`src/rtl/fifo_uart_tx.sv`:
```
// ============================================================================
// Module   : fifo_uart_tx
// Brief    : Pops bytes from a 1-cycle-latency FIFO and serialises them as
//            UART frames (start, 8 data LSB first, optional parity, stop).
// Revision : 1.0
// ============================================================================
`default_nettype none

module fifo_uart_tx #(
    parameter int CLKS_PER_BIT = 16,
    parameter int PARITY_EN    = 0,
    parameter int PARITY_ODD   = 0
) (
    input  logic        clk,
    input  logic        rst,
    input  logic        tx_en,
    input  logic [7:0]  fifo_data,
    input  logic        fifo_empty,
    output logic        rd_en,
    output logic        tx,
    output logic        busy,
    output logic [15:0] frame_cnt
);

    localparam logic [2:0] c_S_IDLE   = 3'd0;
    localparam logic [2:0] c_S_FETCH  = 3'd1;
    localparam logic [2:0] c_S_LATCH  = 3'd2;
    localparam logic [2:0] c_S_START  = 3'd3;
    localparam logic [2:0] c_S_DATA   = 3'd4;
    localparam logic [2:0] c_S_PARITY = 3'd5;
    localparam logic [2:0] c_S_STOP   = 3'd6;

    localparam logic [15:0] c_BAUD_MAX = 16'(CLKS_PER_BIT - 1);

    logic [2:0]  r_state;
    logic [2:0]  w_state_nxt;
    logic [15:0] r_baud;
    logic [2:0]  r_bit;
    logic [7:0]  r_shift;
    logic        r_par;
    logic        r_tx;
    logic        w_tx_nxt;
    logic [15:0] r_frame_cnt;
    logic        w_bit_done;
    logic        w_can_start;

    assign w_bit_done  = (r_baud == c_BAUD_MAX);
    assign w_can_start = tx_en && !fifo_empty;

    // State register plus the datapath that advances with it
    always_ff @(posedge clk or negedge rst) begin
        if (!rst) begin
            r_state     <= c_S_IDLE;
            r_tx        <= 1'b1;
            r_baud      <= 16'd0;
            r_bit       <= 3'd0;
            r_shift     <= 8'd0;
            r_par       <= 1'b0;
            r_frame_cnt <= 16'd0;
        end else begin
            r_state <= w_state_nxt;
            r_tx    <= w_tx_nxt;
            case (r_state)
                c_S_LATCH: begin
                    r_shift <= fifo_data;
                    r_par   <= (^fifo_data) ^ (PARITY_ODD != 0);
                    r_baud  <= 16'd0;
                    r_bit   <= 3'd0;
                end
                c_S_START, c_S_DATA, c_S_PARITY, c_S_STOP: begin
                    if (w_bit_done) begin
                        r_baud <= 16'd0;
                        if (r_state == c_S_DATA) begin
                            r_shift <= r_shift >> 1;
                            r_bit   <= r_bit + 3'd1;
                        end
                        if (r_state == c_S_STOP) begin
                            r_frame_cnt <= r_frame_cnt + 16'd1;
                        end
                    end else begin
                        r_baud <= r_baud + 16'd1;
                    end
                end
                default: r_baud <= 16'd0;
            endcase
        end
    end

    always_comb begin
        w_state_nxt = r_state;
        case (r_state)
            c_S_IDLE:   if (w_can_start) w_state_nxt = c_S_FETCH;
            c_S_FETCH:  w_state_nxt = c_S_LATCH;
            c_S_LATCH:  w_state_nxt = c_S_START;
            c_S_START:  if (w_bit_done) w_state_nxt = c_S_DATA;
            c_S_DATA: begin
                if (w_bit_done && (r_bit == 3'd7)) begin
                    w_state_nxt = (PARITY_EN != 0) ? c_S_PARITY : c_S_STOP;
                end
            end
            c_S_PARITY: if (w_bit_done) w_state_nxt = c_S_STOP;
            c_S_STOP: begin
                if (w_bit_done) begin
                    w_state_nxt = w_can_start ? c_S_FETCH : c_S_IDLE;
                end
            end
            default:    w_state_nxt = c_S_IDLE;
        endcase
    end

    // Line level is chosen from the state being entered so tx stays registered
    always_comb begin
        rd_en    = (r_state == c_S_FETCH);
        busy     = (r_state != c_S_IDLE);
        w_tx_nxt = 1'b1;
        case (w_state_nxt)
            c_S_START:  w_tx_nxt = 1'b0;
            c_S_DATA: begin
                if ((r_state == c_S_DATA) && w_bit_done) begin
                    w_tx_nxt = r_shift[1];
                end else begin
                    w_tx_nxt = r_shift[0];
                end
            end
            c_S_PARITY: w_tx_nxt = r_par;
            default:    w_tx_nxt = 1'b1;
        endcase
    end

    assign tx        = r_tx;
    assign frame_cnt = r_frame_cnt;

endmodule

`default_nettype wire

```
`config.mk`:
```
export PLATFORM = sky130hd
export DESIGN_NAME = fifo_uart_tx
export DESIGN_NICKNAME = d
export VERILOG_FILES = /design/src/rtl/fifo_uart_tx.sv
export SDC_FILE = /design/constraint.sdc
export NUM_CORES = 1
export LEC_CHECK = 0
export CORE_MARGIN = 3
export CORE_UTILIZATION = 59
export CTS_CLUSTER_DIAMETER = 150
export DETAILED_ROUTE_END_ITERATION = 16
export DONT_BUFFER_PORTS = 1
export PLACE_DENSITY = 0.87
export SYNTH_ARGS = -nofsm -noshare
export SYNTH_HDL_FRONTEND = slang
export SYNTH_SLANG_ARGS = --single-unit
```
`constraint.sdc`:
```
create_clock -name clk -period 5.85 [get_ports clk]
set_input_delay 1.17 -clock clk [delete_from_list [all_inputs] [get_ports clk]]
set_output_delay 1.17 -clock clk [all_outputs]
set_load 0.005 [all_outputs]
```
==> flow_summary_export.csv, run 1 <==
group,metric,value,unit
setup_path,crit_slowest_cell,"nor4_2",
setup_path,crit_chain,"or4_4 -> nor4_2 -> nand3_1 -> a21oi_4 -> mux2_2",
placement,place_congestion,0.8454,
cts,root_buffer,"clkbuf_8",
cts,clock_sinks,48,
synth,synth_common_cells,"dfrtp_1, nor2_1, xnor2_1",
detailed_routing,first_pass_iters,4,
synth,syn_inst,232,
cts,postCtsSetupBuffers,0,
global_routing,grt_max_degree,49,
cts,cts-resized-gates,0,
global_routing,grt_pass1_wl,8121,um
timing,final.period_utilization,49.43,%
placement,hpwlAfterDp,3366,um
power,power.density,225.4,nW/um^2
detailed_routing,vias_per_cell,6.068,
global_routing,grtUsageTotal,20.11,%
cts,cts_buffer_depth,2,
setup_path,crit_type,"register to register",
finish,register_area,1202,um^2
synth,synth_area,2489,um^2
timing,drv_slew,0,
timing,setup_tns,0,ps
run_status,status,"complete, no violations",
floorplan,dieArea,5033,um^2
setup_path,crit_required,6030,ps
cts,tritoncts,"yes",
power,peakVddDrop,133.8,uV
finish,design_area,2625,um^2
placement,io_buffers,0,
finish,syn_to_final_growth,5.480,%
finish,final_nets,248,
synth,syn-num-nets,248,
floorplan,row_count,22,
detailed_routing,detail-route-antenna-nets,0,
detailed_routing,drt_wl_total,4672,um
setup_path,crit_path_end_kind,"register",
floorplan,die_w,70.95,um
synth,yosys.cell_count.top_type,"dfrtp_1",
detailed_routing,vias,1705,
cts,ctsHoldBuffers,0,
power,p_seq_share,57.5,%
synth,yosysTopAreaCellShare,47.26,%
floorplan,die_h,70.95,um
setup_path,max_stage_delay,790,ps
power,p_leak,1.156,nW
floorplan,core,3854,um^2
placement,place_area,2517,um^2
finish,drive_above_1_share,13.73,%
synth,synth_flop_cell,"dfrtp_1",
power,switchingPower,0.0001180,W
finish,multi_input_area,1232,um^2
setup_path,setup.worst_path.start_class,"register",
global_routing,antenna_found_initial,0,
setup_path,r2r_cells,5,
power,clkPwrFrac,39.7,%
synth,async_flop_share,100.0,%
job,drv_cap,0,
power,pwr-share-comb,2.8,%
timing,whs,471.1,ps
synth,synth_edf_count,0,
hold_path,hold-path-cell-count,1,
synth,ys_warn_count,0,
detailed_routing,wire_per_inst,16.63,um
synth,synthTopCellsByArea,"dfrtp_1, xnor2_1, mux2_2",
timing,finalHoldViolations,0,
timing,setup_viol,0,
hold_path,hold_path_class,"register to register",
floorplan,io_pins,31,
power,swShare,19.94,%
timing,rsz0062_at_grt,"false",
cts,cts_made_buffers,5,
setup_path,arrival,3070,ps
cts,htree_levels,2,
timing,finalClockSkew,6.214,ps
global_routing,gr-total-overflow,0,
detailed_routing,remaining_drc_errors,0,
timing,period_minus_slack,2892,ps
cts,clk_latency,300,ps
timing,slew_headroom,36.48,%
timing,max_freq,345.8,MHz
finish,num_antenna_cells,0,
floorplan,start_util,64.58,%
synth,synth_cell_types,44,
finish,fillCellCount,291,
detailed_routing,drt_iter0_drc,94,
synth,seq_area_frac_synth,48.32,%
global_routing,grt_pass1_vias,1749,
cts,cts.clk_slew.worst_paths,80,ps
synth,avgSynthCellArea,10.73,um^2
power,power.internal,0.0004737,W
timing,tightest_slew,944.9,ps
setup_path,cp_max_fo,13,
synth,yosysTopAreaCell,"dfrtp_1",
synth,ys_seq_elements,48,
-- sequential cells by signal, indices dropped and copies added (netlist names) --
register,cells
frame_cnt,16
r_par,1
tx,1
r_state,3
r_baud,16
r_bit,3
r_shift,8
-- power by group through the flow --
stage	clock, W	combinational (W)	sequential (W)
floorplan	0	0.0000139	0.000346
CTS	0.000240	0.0000165	0.000340
global placement	0	0.0000155	0.000347
finish	0.000235	0.0000163	0.000340
detailed placement	0	0.0000164	0.000347
global route	0.000254	0.0000186	0.000341
-- path summary, 6_finish.rpt --
path,start,slack (ps),end
worst max-delay path,r_baud[4]$_DFF_PN0_,2960,r_shift[0]$_DFFE_PN0P_
worst min-delay path,r_baud[0]$_DFF_PN0_,470,r_baud[0]$_DFF_PN0_
worst max register to register,r_baud[4]$_DFF_PN0_,2960,r_shift[0]$_DFFE_PN0P_
worst min register to register,r_baud[0]$_DFF_PN0_,470,r_baud[0]$_DFF_PN0_
max in group asynchronous,rst,5120,tx$_DFF_PN1_
min in group asynchronous,rst,550,r_par$_DFFE_PN0P_
-- layer usage --
metal	share of wire (%)	up-vias	track usage, %
met3	6.3	9	6.392
met1	44	827	25.37
li1	-	828	-
met2	48	41	32.96
met4	1.7	0	6.472
met5	0	-	0
-- critical path: cells and delay by family (launching register included) --
kind | cells | cell delay [ps]
simple gates | 3 | 1620
flops | 1 | 450
mux | 1 | 370
compound gates | 1 | 320
-- cell type report --
class,instances,area share (%)
Multi-Input combinational cell,171,46.95
Tap cell,48,2.288
Clock buffer,6,2.765
Clock inverter,2,1.335
Sequential cell,48,45.81
Inverter,6,0.8580
-- kinds of logic after synthesis --
logic type / count (synthesis) / share of synthesized area (%)
AOI/OAI and AO/OA: 26 / 7.643
and+or+nand+nor: 91 / 20.77
DFF: 48 / 48.32
muxes: 15 / 6.787
xor gates and xnor gates: 35 / 12.32
adders and majority gates: 4 / 2.011
buffers and inverters: 13 / 2.161
-- stage by stage --
step	cells	setup WS [ps]	utilization, %	total power (W)
after CTS	281	2975	68.12	0.0005971
final	281	2958	68.12	0.0005917
after floorplan	232	3547	-	0.0003596
after global routing	281	2802	68.12	0.0006144
after detailed placement	273	2996	65.32	0.0003634
after global placement	273	3075	65.32	0.0003624
-- layout by cell type (no fill, tap or decap), types with 4 or more instances in the layout --
cell      count
a22o_1        4
nor3_1        6
nand2_1      11
mux2_2       15
or3_1         4
nand3_1      14
inv_1         6
and3_1        7
o21ai_0       8
nor2_1       21
xor2_1       15
ha_1          4
a21oi_1       4
dfrtp_1      47
nand4_1       8
clkbuf_8      5
xnor2_1      20
No activity file was read; power rests on OpenSTA's default activity.
==> run 2: changes to the inputs <==
==> constraint.sdc (replaced) <==
create_clock -name clk -period 2.9 [get_ports clk]
set_input_delay 0.58 -clock clk [delete_from_list [all_inputs] [get_ports clk]]
set_output_delay 0.58 -clock clk [all_outputs]
set_load 0.005 [all_outputs]
==> run 2 against run 1 <==
- final area is 1.2% higher
- fmax grew 21%
- sequential power rose by 100%
- clock skew is 3.5 ps higher
- critical endpoint is now tx$_DFF_PN1_
==> flow_summary_export.csv, run 2 (synthesized netlist as in run 1, its figures left out) <==
group,metric,value,unit
finish,final_nets,251,
detailed_routing,wire_per_inst,15.83,um
floorplan,start_util,64.58,%
setup_path,cp_max_fo,12,
timing,finalHoldViolations,0,
power,p_leak,1.166,nW
timing,finalClockSkew,9.702,ps
detailed_routing,vias,1738,
global_routing,grtUsageTotal,20.38,%
finish,syn_to_final_growth,6.787,%
setup_path,crit_path_end_kind,"register",
detailed_routing,vias_per_cell,6.120,
run_status,status,"complete, no violations",
job,drv_cap,0,
power,peakVddDrop,329.9,uV
detailed_routing,remaining_drc_errors,0,
cts,htree_levels,2,
global_routing,grt_pass1_vias,1805,
global_routing,gr-total-overflow,0,
cts,root_buffer,"clkbuf_8",
detailed_routing,detail-route-antenna-nets,0,
setup_path,crit_required,3120,ps
finish,final_common_cell,"dfrtp_1",
hold_path,hold_path_class,"input pin to async pin",
timing,setup_viol,0,
floorplan,row_count,22,
floorplan,core,3854,um^2
timing,setup_tns,0,ps
floorplan,die_w,70.95,um
timing,whs,119.0,ps
floorplan,dieArea,5033,um^2
setup_path,crit_type,"register to register",
cts,tritoncts,"yes",
placement,place_area,2532,um^2
placement,io_buffers,0,
timing,period_minus_slack,2385,ps
global_routing,antenna_found_initial,0,
timing,max_freq,419.3,MHz
cts,clock_sinks,48,
timing,tightest_slew,612.8,ps
floorplan,die_h,70.95,um
finish,drive_above_1_share,15.25,%
timing,drv_slew,0,
finish,num_antenna_cells,0,
cts,clk_latency,300,ps
timing,slew_headroom,59.15,%
floorplan,io_pins,31,
timing,final.period_utilization,82.24,%
placement,hpwlAfterDp,3220,um
cts,cts_made_buffers,5,
finish,design_area,2658,um^2
power,power.density,430.7,nW/um^2
global_routing,grt_pass1_wl,8411,um
detailed_routing,drt_wl_total,4495,um
cts,cts.clk_slew.worst_paths,90,ps
detailed_routing,drt_iter0_drc,128,
setup_path,setup.worst_path.start_class,"register",
finish,layout_common_cells,"dfrtp_1, nor2_1, xnor2_1, xor2_1, mux2_2",
placement,place_congestion,0.8518,
setup_path,arrival,2610,ps
cts,cts_buffer_depth,2,
detailed_routing,first_pass_iters,4,
timing,rsz0062_at_grt,"false",
global_routing,grt_max_degree,48,
[run 2: cell count changes in the layout (fill, tap and decap cells not counted), sizes merged]
cell      delta
bufinv       -1
clkinvlp     +2
buf          +3
clkinv       -1
[run 2: path summary, 6_finish.rpt]
check | startpoint | end | slack [ps] | cells past startpoint
setup / recovery | r_baud[4]$_DFF_PN0_ | tx$_DFF_PN1_ | 520 | 6
hold / removal | rst | frame_cnt[6]$_DFFE_PN0P_ | 120 | 1
setup reg to reg | r_baud[4]$_DFF_PN0_ | tx$_DFF_PN1_ | 520 | 6
hold reg to reg | r_baud[0]$_DFF_PN0_ | r_baud[0]$_DFF_PN0_ | 450 | 1
max in group asynchronous | rst | r_baud[2]$_DFF_PN0_ | 2580 | 1
min in group clk | r_baud[0]$_DFF_PN0_ | r_baud[0]$_DFF_PN0_ | 450 | 1
[run 2: critical path, cell delays in order, from the launching register on]
cell and delay (ps):
dfrtp_1 460, or4_4 570, nor4_2 290, buf_4 240
nand2_1 110, a32o_1 330, a221o_1 320
[run 2: through the flow]
step | power, W | util [%] | cells | setup slack (ps)
after global placement | 0.0007288 | 65.71 | 275 | 570.5
after CTS | 0.001162 | 68.96 | 284 | 508.7
after floorplan | 0.0007253 | - | 232 | 596.6
after detailed placement | 0.0007311 | 65.71 | 275 | 541.1
after global routing | 0.001198 | 68.96 | 284 | 420.7
final | 0.001145 | 68.96 | 284 | 515.1
[run 2: metal layers]
layer	vias up	track usage [%]	share of wire, %
met3	2	5.966	6.5
met4	0	3.758	0.38
met1	860	26.87	45
li1	832	-	-
met5	-	0	0
met2	44	33.88	49
[run 2: timing repair]
item	CTS	global route
setup buffers	0	0
setup endpoints to repair	0	0
endpoints found under the hold margin	47	0
resized for setup	0	0
hold buffers	1	0
[run 2: where the power goes]
group / internal [W] / switching [W]
combinational: 0.0000237 / 0.0000235
sequential: 0.000680 / 0.00000641
clock: 0.000193 / 0.000218
[run 2: final cells by class]
class	count	area, um^2
Tap cell	48	60.06
Timing Repair Buffer	3	42.54
Sequential cell	48	1202
Inverter	6	22.52
Clock buffer	6	82.58
Fill cell	284	1196
Multi-Input combinational cell	171	1232
Clock inverter	2	15.01
==> run 3: changes to the inputs <==
==> constraint.sdc (replaced) <==
create_clock -name clk -period 2.2 [get_ports clk]
set_input_delay 0.44 -clock clk [delete_from_list [all_inputs] [get_ports clk]]
set_output_delay 0.44 -clock clk [all_outputs]
set_load 0.005 [all_outputs]
==> run 3 against run 2 <==
- the flow now finishes with violations (setup timing)
- utilization rose by 7.7 points
- fmax rose by 1.8%
- global-route usage increased by 3.0 points
- first-iteration DRC count increased by 7.8%
- final cell count is 8.8% higher
- register-to-register slack worse by 660 ps
- non-clock buffer count grew 25
- combinational power grew 46%
- wire length is 27% higher
- critical path type unchanged
==> flow_summary_export.csv, run 3 (synthesized netlist as in run 1, its figures left out) <==
group,metric,value,unit
floorplan,die_w,70.95,um
cts,root_buffer,"clkbuf_8",
floorplan,io_pins,31,
job,drv_cap,0,
run_status,violations,"setup timing",
timing,drv_slew,0,
global_routing,antenna_found_initial,0,
timing,final.period_utilization,106.4,%
detailed_routing,remaining_drc_errors,0,
floorplan,start_util,64.58,%
detailed_routing,drt_iter0_drc,138,
finish,drive_above_1_share,25.67,%
global_routing,grt_pass1_vias,1960,
finish,instances_no_fill,309,
timing,setup_viol,20,
finish,num_antenna_cells,0,
power,total_power,0.001531,W
cts,cts.clk_slew.worst_paths,100,ps
hold_path,hold_end,"r_shift[7]$_DFFE_PN0P_",
global_routing,grt_max_degree,49,
setup_path,crit_type,"register to register",
finish,syn_to_final_growth,18.75,%
floorplan,core,3854,um^2
global_routing,grt_pass1_wl,9280,um
setup_path,crit_required,2450,ps
detailed_routing,detail-route-antenna-nets,0,
timing,finalHoldViolations,0,
cts,clk_latency,320,ps
timing,period_minus_slack,2342,ps
timing,rsz0062_at_grt,"true",
detailed_routing,wire_per_inst,18.43,um
placement,place_congestion,0.8523,
placement,hpwlAfterDp,3694,um
cts,cts_made_buffers,5,
cts,tritoncts,"yes",
placement,dp_cells,294,
timing,setup_tns,-1024,ps
power,p_leak,1.369,nW
finish,final_nets,276,
timing,finalClockSkew,10.95,ps
setup_path,r2r_cells,8,
finish,fin_util,76.69,%
hold_path,hold_path_class,"input pin to register",
placement,dp_worst_setup_slack,-68.23,ps
power,power.density,517.9,nW/um^2
power,peakVddDrop,529.7,uV
global_routing,gr-total-overflow,0,
detailed_routing,drt_wl_total,5694,um
placement,io_buffers,0,
setup_path,cp_max_fo,4,
detailed_routing,vias_per_cell,6.162,
detailed_routing,vias,1904,
setup_path,setup.worst_path.start_class,"register",
floorplan,dieArea,5033,um^2
cts,clock_sinks,48,
timing,setup_ws,-141.8,ps
setup_path,reg2reg_from,"r_baud[12]$_DFF_PN0_",
timing,slew_headroom,65.77,%
setup_path,r2r-end,"tx$_DFF_PN1_",
setup_path,r2r_setup_slack,-140,ps
setup_path,crit_path_end_kind,"register",
hold_path,hold-path-cell-count,2,
floorplan,die_h,70.95,um
timing,tightest_slew,513.5,ps
global_routing,grtUsageTotal,23.39,%
detailed_routing,first_pass_iters,5,
run_status,status,"complete, but fails checks",
cts,htree_levels,2,
cts,cts_buffer_depth,2,
timing,max_freq,427.0,MHz
floorplan,row_count,22,
setup_path,arrival,2590,ps
hold_path,worstHoldStart,"fifo_data[7]",
finish,layout_common_cells,"dfrtp_1, buf_4, nor2_1, xnor2_1, xor2_1",
finish,final_common_cell,"dfrtp_1",
## run 3: changes by cell type in the layout (fill, tap and decap cells not counted), moves of 2 or more
cell / previous run / this run
o21ai_0: 8 / 5
nand3_1: 14 / 12
buf_6: 0 / 3
buf_4: 2 / 22
mux2_4: 0 / 7
mux2_2: 15 / 8
## run 3: worst max path at each step
stage,start,to,slack (ps),cells past startpoint
2_1_floorplan,r_baud[4]$_DFF_PN0_,r_shift[0]$_DFFE_PN0P_,-30,6
3_3_place_gp,r_baud[12]$_DFF_PN0_,tx$_DFF_PN1_,4,5
3_5_place_dp,r_baud[12]$_DFF_PN0_,tx$_DFF_PN1_,-70,5
4_1_cts,r_baud[14]$_DFF_PN0_,tx$_DFF_PN1_,-80,5
5_1_grt,r_baud[12]$_DFF_PN0_,tx$_DFF_PN1_,-220,8
6_report,r_baud[12]$_DFF_PN0_,tx$_DFF_PN1_,-140,8
## run 3: per-layer routing
metal	track usage (%)	part of all wire, %
met5	0	0
met4	9.186	2.2
met3	7.386	6.7
met2	37.28	49
met1	29.72	42
## run 3: what timing repair did
action	CTS	global route
hold endpoints to repair	48	0
hold buffers	2	0
setup buffers	4	1
cloned	0	0
endpoints found under the setup margin	15	24
gates resized for setup	2	19
pin swaps	3	11
## run 3: final cells by class
cell class                 count  area (um^2)
clock buffer                   5        68.82
clock inverter                 3        23.77
fill                         221        898.4
inverter                       6        22.52
multi-input combinational    171         1321
sequential                    48         1202
tap                           48        60.06
timing repair buffer          28        256.5
## run 3: worst max-delay path: stages, from the launching register on
cell     delay (ps)
dfrtp_1         390
or4_4           580
nor4_4          280
buf_4           190
buf_6           110
buf_6            90
o21ai_2          50
a22o_1          240
a221o_1         340
## run 3: where the power goes
group	switching (W)	internal, W	leakage (nW)
combinational	0.0000337	0.0000353	0.705
sequential	0.00000999	0.000896	0.623
clock	0.000330	0.000226	0.0404
## run 3: through the flow
step | instance area (um^2) | hold slack (ps)
3_5_place_dp | 2693 | 145.9
5_1_grt | 2955 | 292.7
6_report | 2955 | 302.7
3_3_place_gp | 2693 | 145.6
2_1_floorplan | 2506 | 144.4
4_1_cts | 2873 | 299.5
